**config.mk**
```make
export PLATFORM = sky130hd
export DESIGN_NAME = mem_access_unit
export DESIGN_NICKNAME = d
export VERILOG_FILES = /design/src/rtl/mem_access_unit.sv
export SDC_FILE = /design/constraint.sdc
export NUM_CORES = 1
export LEC_CHECK = 0
export CELL_PAD_IN_SITES_DETAIL_PLACEMENT = 0
export CELL_PAD_IN_SITES_GLOBAL_PLACEMENT = 1
export CORE_MARGIN = 10
export CORE_UTILIZATION = 34
export CTS_BUF_LIST = sky130_fd_sc_hd__clkbuf_16
export CTS_CLUSTER_SIZE = 30
export DETAILED_ROUTE_END_ITERATION = 7
export PLACE_DENSITY = 0.74
export SYNTH_ARGS = -nofsm -noshare
export SYNTH_HDL_FRONTEND = slang
export SYNTH_SLANG_ARGS = --single-unit
```
**constraint.sdc**
```tcl
create_clock -name clk -period 2.2 [get_ports clk]
set_clock_uncertainty 0.15 [all_clocks]
set_input_delay 0.55 -clock clk [delete_from_list [all_inputs] [get_ports clk]]
set_output_delay 0.55 -clock clk [all_outputs]
set_load 0.02 [all_outputs]
```
**src/rtl/mem_access_unit.sv**
```systemverilog
// Data-side load/store engine: formats stores into byte strobes plus
// aligned write data, issues memory requests over a valid/ready port and
// formats returned read data for register write-back.
module mem_access_unit #(
  parameter int unsigned TIMEOUT = 0
) (
  input  logic        clk,
  input  logic        resetn,
  input  logic        req_valid,
  output logic        req_ready,
  input  logic [4:0]  st_pick,
  input  logic [6:0]  ld_pick,
  input  logic [31:0] addr,
  input  logic [31:0] rt_val,
  input  logic [4:0]  dest,
  output logic        mem_req_valid,
  input  logic        mem_req_ready,
  output logic [31:0] mem_addr,
  output logic [3:0]  mem_wen,
  output logic [31:0] mem_wdata,
  input  logic        mem_rdata_valid,
  input  logic [31:0] mem_rdata,
  output logic        done_valid,
  input  logic        done_ready,
  output logic        wb_en,
  output logic [4:0]  wb_dest,
  output logic [31:0] wb_data,
  output logic [1:0]  err_code
);

  typedef enum logic [1:0] {
    S_IDLE = 2'd0,
    S_REQ  = 2'd1,
    S_WAIT = 2'd2,
    S_DONE = 2'd3
  } state_t;

  // Byte strobes for a resolved one-hot store pick {swr,swl,sb,sh,sw}.
  function automatic logic [3:0] store_wen(input logic [4:0] sel, input logic [1:0] o);
    logic [1:0] inv_o;
    inv_o = 2'd3 - o;
    case (sel)
      5'b00001: store_wen = 4'b1111;
      5'b00010: store_wen = o[1] ? 4'b1100 : 4'b0011;
      5'b00100: store_wen = 4'b0001 << o;
      5'b01000: store_wen = 4'b1111 >> inv_o;
      5'b10000: store_wen = 4'b1111 << o;
      default:  store_wen = 4'b0000;
    endcase
  endfunction

  // Lane-aligned write data for a resolved one-hot store pick.
  function automatic logic [31:0] store_data(input logic [4:0] sel, input logic [1:0] o,
                                             input logic [31:0] rt);
    logic [1:0] inv_o;
    inv_o = 2'd3 - o;
    case (sel)
      5'b00001: store_data = rt;
      5'b00010: store_data = {2{rt[15:0]}};
      5'b00100: store_data = {4{rt[7:0]}};
      5'b01000: store_data = rt >> {inv_o, 3'b000};
      5'b10000: store_data = rt << {o, 3'b000};
      default:  store_data = 32'h0000_0000;
    endcase
  endfunction

  // Extract/extend/merge a returned word for a resolved one-hot load pick.
  function automatic logic [31:0] load_fmt(input logic [6:0] sel, input logic [1:0] o,
                                           input logic [31:0] m, input logic [31:0] rt);
    logic [31:0] sh_m;
    logic [15:0] half;
    logic [31:0] res;
    sh_m = m >> {o, 3'b000};
    half = o[1] ? m[31:16] : m[15:0];
    case (sel)
      7'b0000001: res = {{24{sh_m[7]}}, sh_m[7:0]};
      7'b0000010: res = {24'h00_0000, sh_m[7:0]};
      7'b0000100: res = {{16{half[15]}}, half};
      7'b0001000: res = {16'h0000, half};
      7'b0010000: begin
        case (o)
          2'd0:    res = {m[7:0], rt[23:0]};
          2'd1:    res = {m[15:0], rt[15:0]};
          2'd2:    res = {m[23:0], rt[7:0]};
          default: res = m;
        endcase
      end
      7'b0100000: begin
        case (o)
          2'd0:    res = m;
          2'd1:    res = {rt[31:24], m[31:8]};
          2'd2:    res = {rt[31:16], m[31:16]};
          default: res = {rt[31:8], m[31:24]};
        endcase
      end
      7'b1000000: res = m;
      default:    res = 32'h0000_0000;
    endcase
    return res;
  endfunction

  state_t      state_r, state_nx_s;
  logic [4:0]  st_low_s;
  logic [6:0]  ld_low_s;
  logic        is_st_s, is_ld_s, mis_st_s, mis_ld_s, go_mem_s, accept_s, tmo_s;
  logic        st_op_r;
  logic [6:0]  ld_sel_r;
  logic [1:0]  off_r;
  logic [31:0] rt_r;
  logic [31:0] cnt_r;
  logic        req_ready_r, mem_req_valid_r, done_valid_r, wb_en_r;
  logic [31:0] mem_addr_r, mem_wdata_r, wb_data_r;
  logic [3:0]  mem_wen_r;
  logic [4:0]  wb_dest_r;
  logic [1:0]  err_r;

  // Lowest set bit wins; a store pick masks any load pick.
  assign st_low_s = st_pick & (~st_pick + 5'd1);
  assign ld_low_s = ld_pick & (~ld_pick + 7'd1);
  assign is_st_s  = |st_pick;
  assign is_ld_s  = ~is_st_s & (|ld_pick);
  assign mis_st_s = is_st_s & ((st_low_s[0] & (|addr[1:0])) | (st_low_s[1] & addr[0]));
  assign mis_ld_s = is_ld_s & ((ld_low_s[6] & (|addr[1:0])) |
                               ((ld_low_s[2] | ld_low_s[3]) & addr[0]));
  assign go_mem_s = (is_st_s & ~mis_st_s) | (is_ld_s & ~mis_ld_s);
  assign accept_s = req_valid & req_ready_r;
  assign tmo_s    = (TIMEOUT != 32'd0) && (cnt_r == 32'(TIMEOUT - 32'd1));

  // Next-state logic; handshakes take priority over a coincident timeout.
  always_comb begin
    state_nx_s = state_r;
    case (state_r)
      S_IDLE: begin
        if (accept_s) state_nx_s = go_mem_s ? S_REQ : S_DONE;
        else          state_nx_s = S_IDLE;
      end
      S_REQ: begin
        if (mem_req_ready) state_nx_s = st_op_r ? S_DONE : S_WAIT;
        else if (tmo_s)    state_nx_s = S_DONE;
        else               state_nx_s = S_REQ;
      end
      S_WAIT: begin
        if (mem_rdata_valid) state_nx_s = S_DONE;
        else if (tmo_s)      state_nx_s = S_DONE;
        else                 state_nx_s = S_WAIT;
      end
      S_DONE: begin
        if (done_ready) state_nx_s = S_IDLE;
        else            state_nx_s = S_DONE;
      end
      default: state_nx_s = S_IDLE;
    endcase
  end

  // State register.
  always_ff @(posedge clk or negedge resetn) begin
    if (!resetn) state_r <= S_IDLE;
    else         state_r <= state_nx_s;
  end

  // Wait-cycle counter, restarted on every state change.
  always_ff @(posedge clk or negedge resetn) begin
    if (!resetn)                                   cnt_r <= 32'd0;
    else if (state_nx_s != state_r)                cnt_r <= 32'd0;
    else if (state_r == S_REQ || state_r == S_WAIT) cnt_r <= cnt_r + 32'd1;
    else                                           cnt_r <= 32'd0;
  end

  // Request fields needed after accept to format the load result.
  always_ff @(posedge clk or negedge resetn) begin
    if (!resetn) begin
      st_op_r  <= 1'b0;
      ld_sel_r <= 7'd0;
      off_r    <= 2'd0;
      rt_r     <= 32'd0;
    end else if (accept_s) begin
      st_op_r  <= is_st_s;
      ld_sel_r <= is_ld_s ? ld_low_s : 7'd0;
      off_r    <= addr[1:0];
      rt_r     <= rt_val;
    end
  end

  // Registered outputs: handshake flags follow the next state, fields
  // are loaded at accept and updated only on completion events.
  always_ff @(posedge clk or negedge resetn) begin
    if (!resetn) begin
      req_ready_r     <= 1'b1;
      mem_req_valid_r <= 1'b0;
      done_valid_r    <= 1'b0;
      mem_addr_r      <= 32'd0;
      mem_wen_r       <= 4'd0;
      mem_wdata_r     <= 32'd0;
      wb_en_r         <= 1'b0;
      wb_dest_r       <= 5'd0;
      wb_data_r       <= 32'd0;
      err_r           <= 2'b00;
    end else begin
      req_ready_r     <= (state_nx_s == S_IDLE);
      mem_req_valid_r <= (state_nx_s == S_REQ);
      done_valid_r    <= (state_nx_s == S_DONE);
      if (state_r == S_IDLE && accept_s) begin
        mem_addr_r  <= go_mem_s ? {addr[31:2], 2'b00} : 32'd0;
        mem_wen_r   <= (is_st_s & ~mis_st_s) ? store_wen(st_low_s, addr[1:0]) : 4'b0000;
        mem_wdata_r <= (is_st_s & ~mis_st_s) ? store_data(st_low_s, addr[1:0], rt_val) : 32'd0;
        wb_en_r     <= 1'b0;
        wb_dest_r   <= dest;
        wb_data_r   <= 32'd0;
        err_r       <= mis_st_s ? 2'b10 : (mis_ld_s ? 2'b01 : 2'b00);
      end else if (state_r == S_REQ && !mem_req_ready && tmo_s) begin
        err_r <= 2'b11;
      end else if (state_r == S_WAIT && mem_rdata_valid) begin
        wb_en_r   <= 1'b1;
        wb_data_r <= load_fmt(ld_sel_r, off_r, mem_rdata, rt_r);
      end else if (state_r == S_WAIT && tmo_s) begin
        err_r <= 2'b11;
      end else begin
        err_r <= err_r;
      end
    end
  end

  assign req_ready     = req_ready_r;
  assign mem_req_valid = mem_req_valid_r;
  assign mem_addr      = mem_addr_r;
  assign mem_wen       = mem_wen_r;
  assign mem_wdata     = mem_wdata_r;
  assign done_valid    = done_valid_r;
  assign wb_en         = wb_en_r;
  assign wb_dest       = wb_dest_r;
  assign wb_data       = wb_data_r;
  assign err_code      = err_r;

endmodule

```
======== After elaboration in Yosys (flattened, before gate mapping) ========
Index checks and enable logic that the tools add are counted.
word-level totals
  register bits after elaboration ......... 155
  input bits .............................. 119
  output and inout bits ................... 111
  word-level logic and storage cells ...... 97
cells by class
  add/sub/neg operators ................... 3
  equal/unequal tests ..................... 19
  shifts and indexed selects .............. 6
  multiplexer cells ....................... 24
  bitwise logic cells ..................... 21
  reductions and logical operators ........ 9
operators with widths
  cell                                                             number
  32-bit one-hot mux with 7 select lines                           1
  32-bit one-hot mux with 3 select lines                           2
  32-bit one-hot mux with 5 select lines                           1
  32-bit 2-to-1 mux                                                4
  32-bit by 5-bit << shifter with 32-bit output                    1
  32-bit by 5-bit right shift with 32-bit output                   1
  32-bit by 5-bit right shift with 8-bit output                    1
  4-bit one-hot mux with 5 select lines                            1
  16-bit 2-to-1 mux                                                1
  1-bit bitwise AND                                                10
  2-bit 2-to-1 mux                                                 5
  2-bit == test, second input constant                             4
  4-bit 2-to-1 mux                                                 2
  2-bit one-hot mux with 4 select lines                            1
  7-bit by 1-bit adder with 7-bit output, second input constant    1
  7-bit bitwise AND                                                1
  7-bit by 1-bit == test with 1-bit output, second input constant  1
  7-bit by 2-bit == test with 1-bit output, second input constant  1
  7-bit by 3-bit == test with 1-bit output, second input constant  1
  7-bit by 4-bit == test with 1-bit output, second input constant  1
  7-bit by 5-bit == test with 1-bit output, second input constant  1
  7-bit by 6-bit == test with 1-bit output, second input constant  1
  7-bit == test, second input constant                             1
  7-bit 2-to-1 mux                                                 1
  23 further kinds                                                 37

======== Depth between registers and ports, before layout ========
  word-level depth ........................ 14
  depth in mapped cells ................... 8
  gate-level depth less buffers ........... 5

======== Worst setup path before layout ========
Ideal clock, no wire load.
  kind .................................... input-to-reg
  start point ............................. in st_pick[1]
  end point ............................... reg mem_wdata_r[21], in the netlist mem_wdata[21]
  arrival ................................. 2021 ps
  path slack .............................. -97 ps
  stages .................................. 8
  cells stage by stage .................... buf_2 -> nor4_4 -> o2bb2ai_1 -> or2_2 -> buf_6 -> nor2_8 -> buf_4 -> a221o_1
on the way
  cells in the longest elaborated chain, start to end .. 9
RTL lines
  item                                    RTL line  text
  from (decl)                             11        input logic [4:0] st_pick,
  5-bit inverter                          118       assign st_low_s = st_pick & (~st_pick + 5'd1);
  5-bit by 1-bit adder with 5-bit output  118
  5-bit bitwise AND                       118
  1-bit bitwise AND                       122       assign mis_st_s = is_st_s & ((st_low_s[0] & (|addr[1:0])) | (st_low_s[1] & addr[0]));
  1-bit OR                                122
  1-bit bitwise AND                       122
  1-bit inverter                          205       mem_wdata_r <= (is_st_s & ~mis_st_s) ? store_data(st_low_s, addr[1:0], rt_val) : 32'd0;
  1-bit bitwise AND                       205
  32-bit 2-to-1 mux (*)                   205
  to (signal assigned)                    205
  to (decl)                               112       logic [31:0] mem_addr_r, mem_wdata_r, wb_data_r;
Mark *: on every way between the ends. The rest lies on a longest branch, timed or not.
A chain may end at the register's enable or synchronous reset.

======== Final worst setup path ========
  start point ............................. in mem_rdata[15]
  end point ............................... reg wb_data_r[22], in the netlist wb_data[22]
on the way
  cells in the longest elaborated chain, start to end .. 4
RTL lines
  item                                                                                       RTL line  text
  from (decl)                                                                                22        input logic [31:0] mem_rdata,
  32-bit by 5-bit right shift with 8-bit output / 16-bit 2-to-1 mux (equally long branches)  73, 74
  32-bit one-hot mux with 7 select lines (*)                                                 75        case (sel)
  32-bit 2-to-1 mux (*)                                                                      212       end else if (state_r == S_WAIT && mem_rdata_valid) begin
  32-bit 2-to-1 mux (*)                                                                      202       if (state_r == S_IDLE && accept_s) begin
  to (signal assigned)                                                                       214       wb_data_r <= load_fmt(ld_sel_r, off_r, mem_rdata, rt_r);
  to (decl)                                                                                  112
Mark *: on every way between the ends. The rest lies on a longest branch, timed or not. The select of a mux whose other input is x is not followed.

==> impl_results.md <==
* Antenna Nets Post-Route at 0
* Largest net degree at the start of global routing at 51
* Post-Syn Area per Cell at between 9 and 10 um2
* Setup crit end kind: register
* VDD IR-drop max at ~560 uV
* GP Congestion at between 0.8 and 0.9
* Final Hold Viols at 0
* Leak at 5.783 nW
* Crit-path leading delay family: buffers and inverters
* Combinational share of power at 45.6%
* Tightest Pin Transition at ~0.76 ns
* CP Depth at 7
* Worst R2R End: wb_data[0]
* Critical path, cell by cell: clkdlybuf4s50_1 -> mux4_2 -> nand4_1 -> o41ai_2 -> buf_6 -> a211oi_2 -> o21ai_1
* Die W at roughly 180 um
* Core Box Area at roughly 0.025 mm2
* Period utilisation layout at between 90 and 100%
* DRT Wirelength at approximately 34000 um
* Startpoint class of the critical path: input port
* Critical Path Fanout Max at 16
* Via count at just under 9000
* Final Max Slew Viols at 0
* Post-synth EDFFs at 0
* Worst-Skew Late Latency at roughly 0.42 ns
* Worst hold slack at 0.3286 ns
* Post-layout nets at approximately 1400
* Register bit total from synthesis at between 150 and 200
* Net Sw Frac at 37.23%
* Clock Sinks at 153
* Clk pwr share at 21.2%
* Post-Syn Instances at ~910
* Initial antenna violation count at 1
* Root buf cell: clkbuf_16
* DR WL/cell at between 20 and 25 um
* Height of the die at approximately 180 um
* Post-detailed-route DRC marker count at 0
* Status: finished, final reports clean
* First-pass GRT wire length at 52680 um
* RSZ-0062 raised after global routing: true
* Die area at around 0.033 mm2
* CTS tree: done
* Startpoint of the worst hold path: wb_dest[4]
* Commonest register cell after synthesis: dfrtp_1
* Setup slack at placement at -0.6181 ns
* GRT Overall Usage at 19.83%
* Starting Density at between 30% and 40%
* Worst r2r path cells at 5
* Max H-tree Level at 4
* RR Startpoint: ld_sel_r[5]
* FP Rows at between 50 and 60
* # Max-Cap Violations at 0
* Most frequent cells in the layout: clkdlybuf4s50_1 (209), buf_4 (154), nand2_1 (152)
* Internal at 8.676 mW
* CP max stage cell: mux4_2
* Worst setup startpoint: mem_rdata[15]
* Placed Cells incl. Taps at 1560
* HP Class: reg2reg
* Cts bufs inserted at 17
* Setup ws final at approximately 0.013 ns
* Number of global-route vias before repair at 8774
* Placed wire-length estimate at around 25000 um
* Post-layout min period at 2.187 ns
* Initial drt markers at 888
* Type of the worst setup path: in2reg
* WHS Endpoint: wb_dest[4]
* Clock Pin Slew Worst Setup and Hold Paths at about 0.070 ns
* Largest stage delay, worst path at 0.51 ns
* PortBufs at ~230
* Final setup violation count at 0
* Worst slew margin at between 40 and 50%
* Pre-Repair DR Iteration Count at 6
* Commonest non-fill, non-tap cell in the layout: clkdlybuf4s50_1
* Grt total ovfl at 0
* Hold Path Stages at 2
* Arrival @ worst endpoint at roughly 2.4 ns
* Vias per inst at ~5.5
* Bufs and invs on worst path at 2
* CP Data Required Time at between 2 and 2.5 ns
* Worst R2R Setup Slack at around 0.050 ns
* Share of the yosys chip area belonging to registers at 43.44%
* Post-Syn Area at just under 0.009 mm2
* Area growth from synthesis to layout at 53.49%
* CTS Buffer Depth at 2
* Switching power at a little over 5 mW
* Post-synth ARST share at between 90% and 100%
* Fmax at ~460 MHz
* IO Pins at 230
* YS warnings at 0
* Share of layout cells above drive strength 1 at 25.77%
* Sequential share of power at about 33%
* Cell Pwr Density at roughly 1000 mW/mm2
* Unique masters post-synth at 69
* Fin util at roughly 53%
* Fin cells at 1600
-- kinds of logic (layout without fill, tap and decap cells) --
group,Yosys count,after routing,share of synthesized area (%)
flops,153,153,43.44
compound gates,286,288,22.58
mux,114,114,14.89
simple gates,265,266,14.36
buf+inv,87,444,4.485
xor+xnor,2,2,0.1987
other cells,1,3,0.04254
-- synthesized netlist by cell type, types with 3 or more instances --
cell type	n	share of area, %
and2_1	5	0.35
buf_4	4	0.34
o211ai_1	8	0.68
o21a_1	4	0.34
buf_6	4	0.51
nand3_1	16	0.91
a32oi_1	8	0.79
a221o_1	19	2.2
a2111oi_0	3	0.30
nand4_1	9	0.64
or3_1	3	0.21
o2bb2ai_1	9	0.89
o21ai_1	23	1.3
or2_2	4	0.28
a211oi_1	19	1.6
o22ai_1	9	0.64
a32o_1	3	0.34
a22oi_1	21	1.8
a31oi_1	14	0.99
o21ai_0	67	3.8
nand2_1	155	6.6
a221oi_1	6	0.60
nor2_1	32	1.4
nor3b_2	3	0.43
mux2i_1	49	5.6
a222oi_1	24	2.7
and3b_1	7	0.70
dfrtp_1	152	43
mux2_2	57	7.3
a21oi_1	33	1.9
inv_1	9	0.38
nor2b_1	7	0.50
buf_2	19	1.1
mux4_2	8	2.0
nor3_1	7	0.40
buf_1	8	0.34
clkbuf_1	42	1.8
-- tightest hold or removal path, delay by kind of cell (launching register included) --
kind          cells  cell delay [ns]
simple gates      2             0.10
flops             1             0.34
-- cell type report --
| class | instances | area (um2) |
|---|---|---|
| Fill cell | 2299 | 11800 |
| Multi-Input combinational cell | 672 | 4813 |
| Timing Repair Buffer | 403 | 3857 |
| Sequential cell | 153 | 3832 |
| Clock buffer | 17 | 425.4 |
| Tap cell | 330 | 412.9 |
| Clock inverter | 14 | 150.1 |
| Inverter | 10 | 37.54 |
| Antenna cell | 1 | 2.502 |
-- sequential cells by signal, indices dropped and copies added, names as in the netlist --
signal / flops
wb_data: 32
req_ready: 1
wb_dest: 5
st_op_r: 1
mem_wen: 4
mem_req_valid: 1
done_valid: 1
wb_en: 1
mem_addr: 30
ld_sel_r: 7
mem_wdata: 32
err_code: 2
rt_r: 32
state_r: 2
off_r: 2
-- worst max path at each step --
stage / to
2_1_floorplan: mem_wdata[26]
3_3_place_gp: wb_data[10]
3_5_place_dp: wb_data[10]
4_1_cts: wb_data[18]
5_1_grt: wb_data[3]
6_report: wb_data[22]
-- timing repair --
action,4_1_cts,5_1_grt
hold endpoints to repair,26,0
setup endpoints to repair,39,96
hold buffers,1,0
setup buffers,3,0
gates cloned,1,3
pin swaps,5,6
gates resized for setup,23,35
-- per-layer routing --
metal	track usage [%]	wire, um	up-vias
li1	-	-	4135
met4	5.011	524	0
met3	3.856	2076	32
met1	26.89	15410	4266
met5	0	0	-
met2	31.71	16310	332
-- power groups by stage --
stage          Sequential [mW]  Combinational, mW  Clock, mW
2_1_floorplan             5.15               2.65          0
3_3_place_gp              4.59               6.20          0
3_5_place_dp              4.59               6.27          0
4_1_cts                   4.57               6.33       3.00
5_1_grt                   4.71               6.79       3.11
6_report                  4.58               6.30       2.93
-- stage by stage --
stage	area [um2]	TNS, ns	total power [mW]
floorplan	8825	0	7.801
global placement	12630	-44.57	10.79
detailed placement	12630	-47.63	10.87
CTS	13360	0	13.90
global route	13530	-0.1954	14.61
finish	13530	0	13.82
Note: power is estimated with default switching activity, not from simulation.
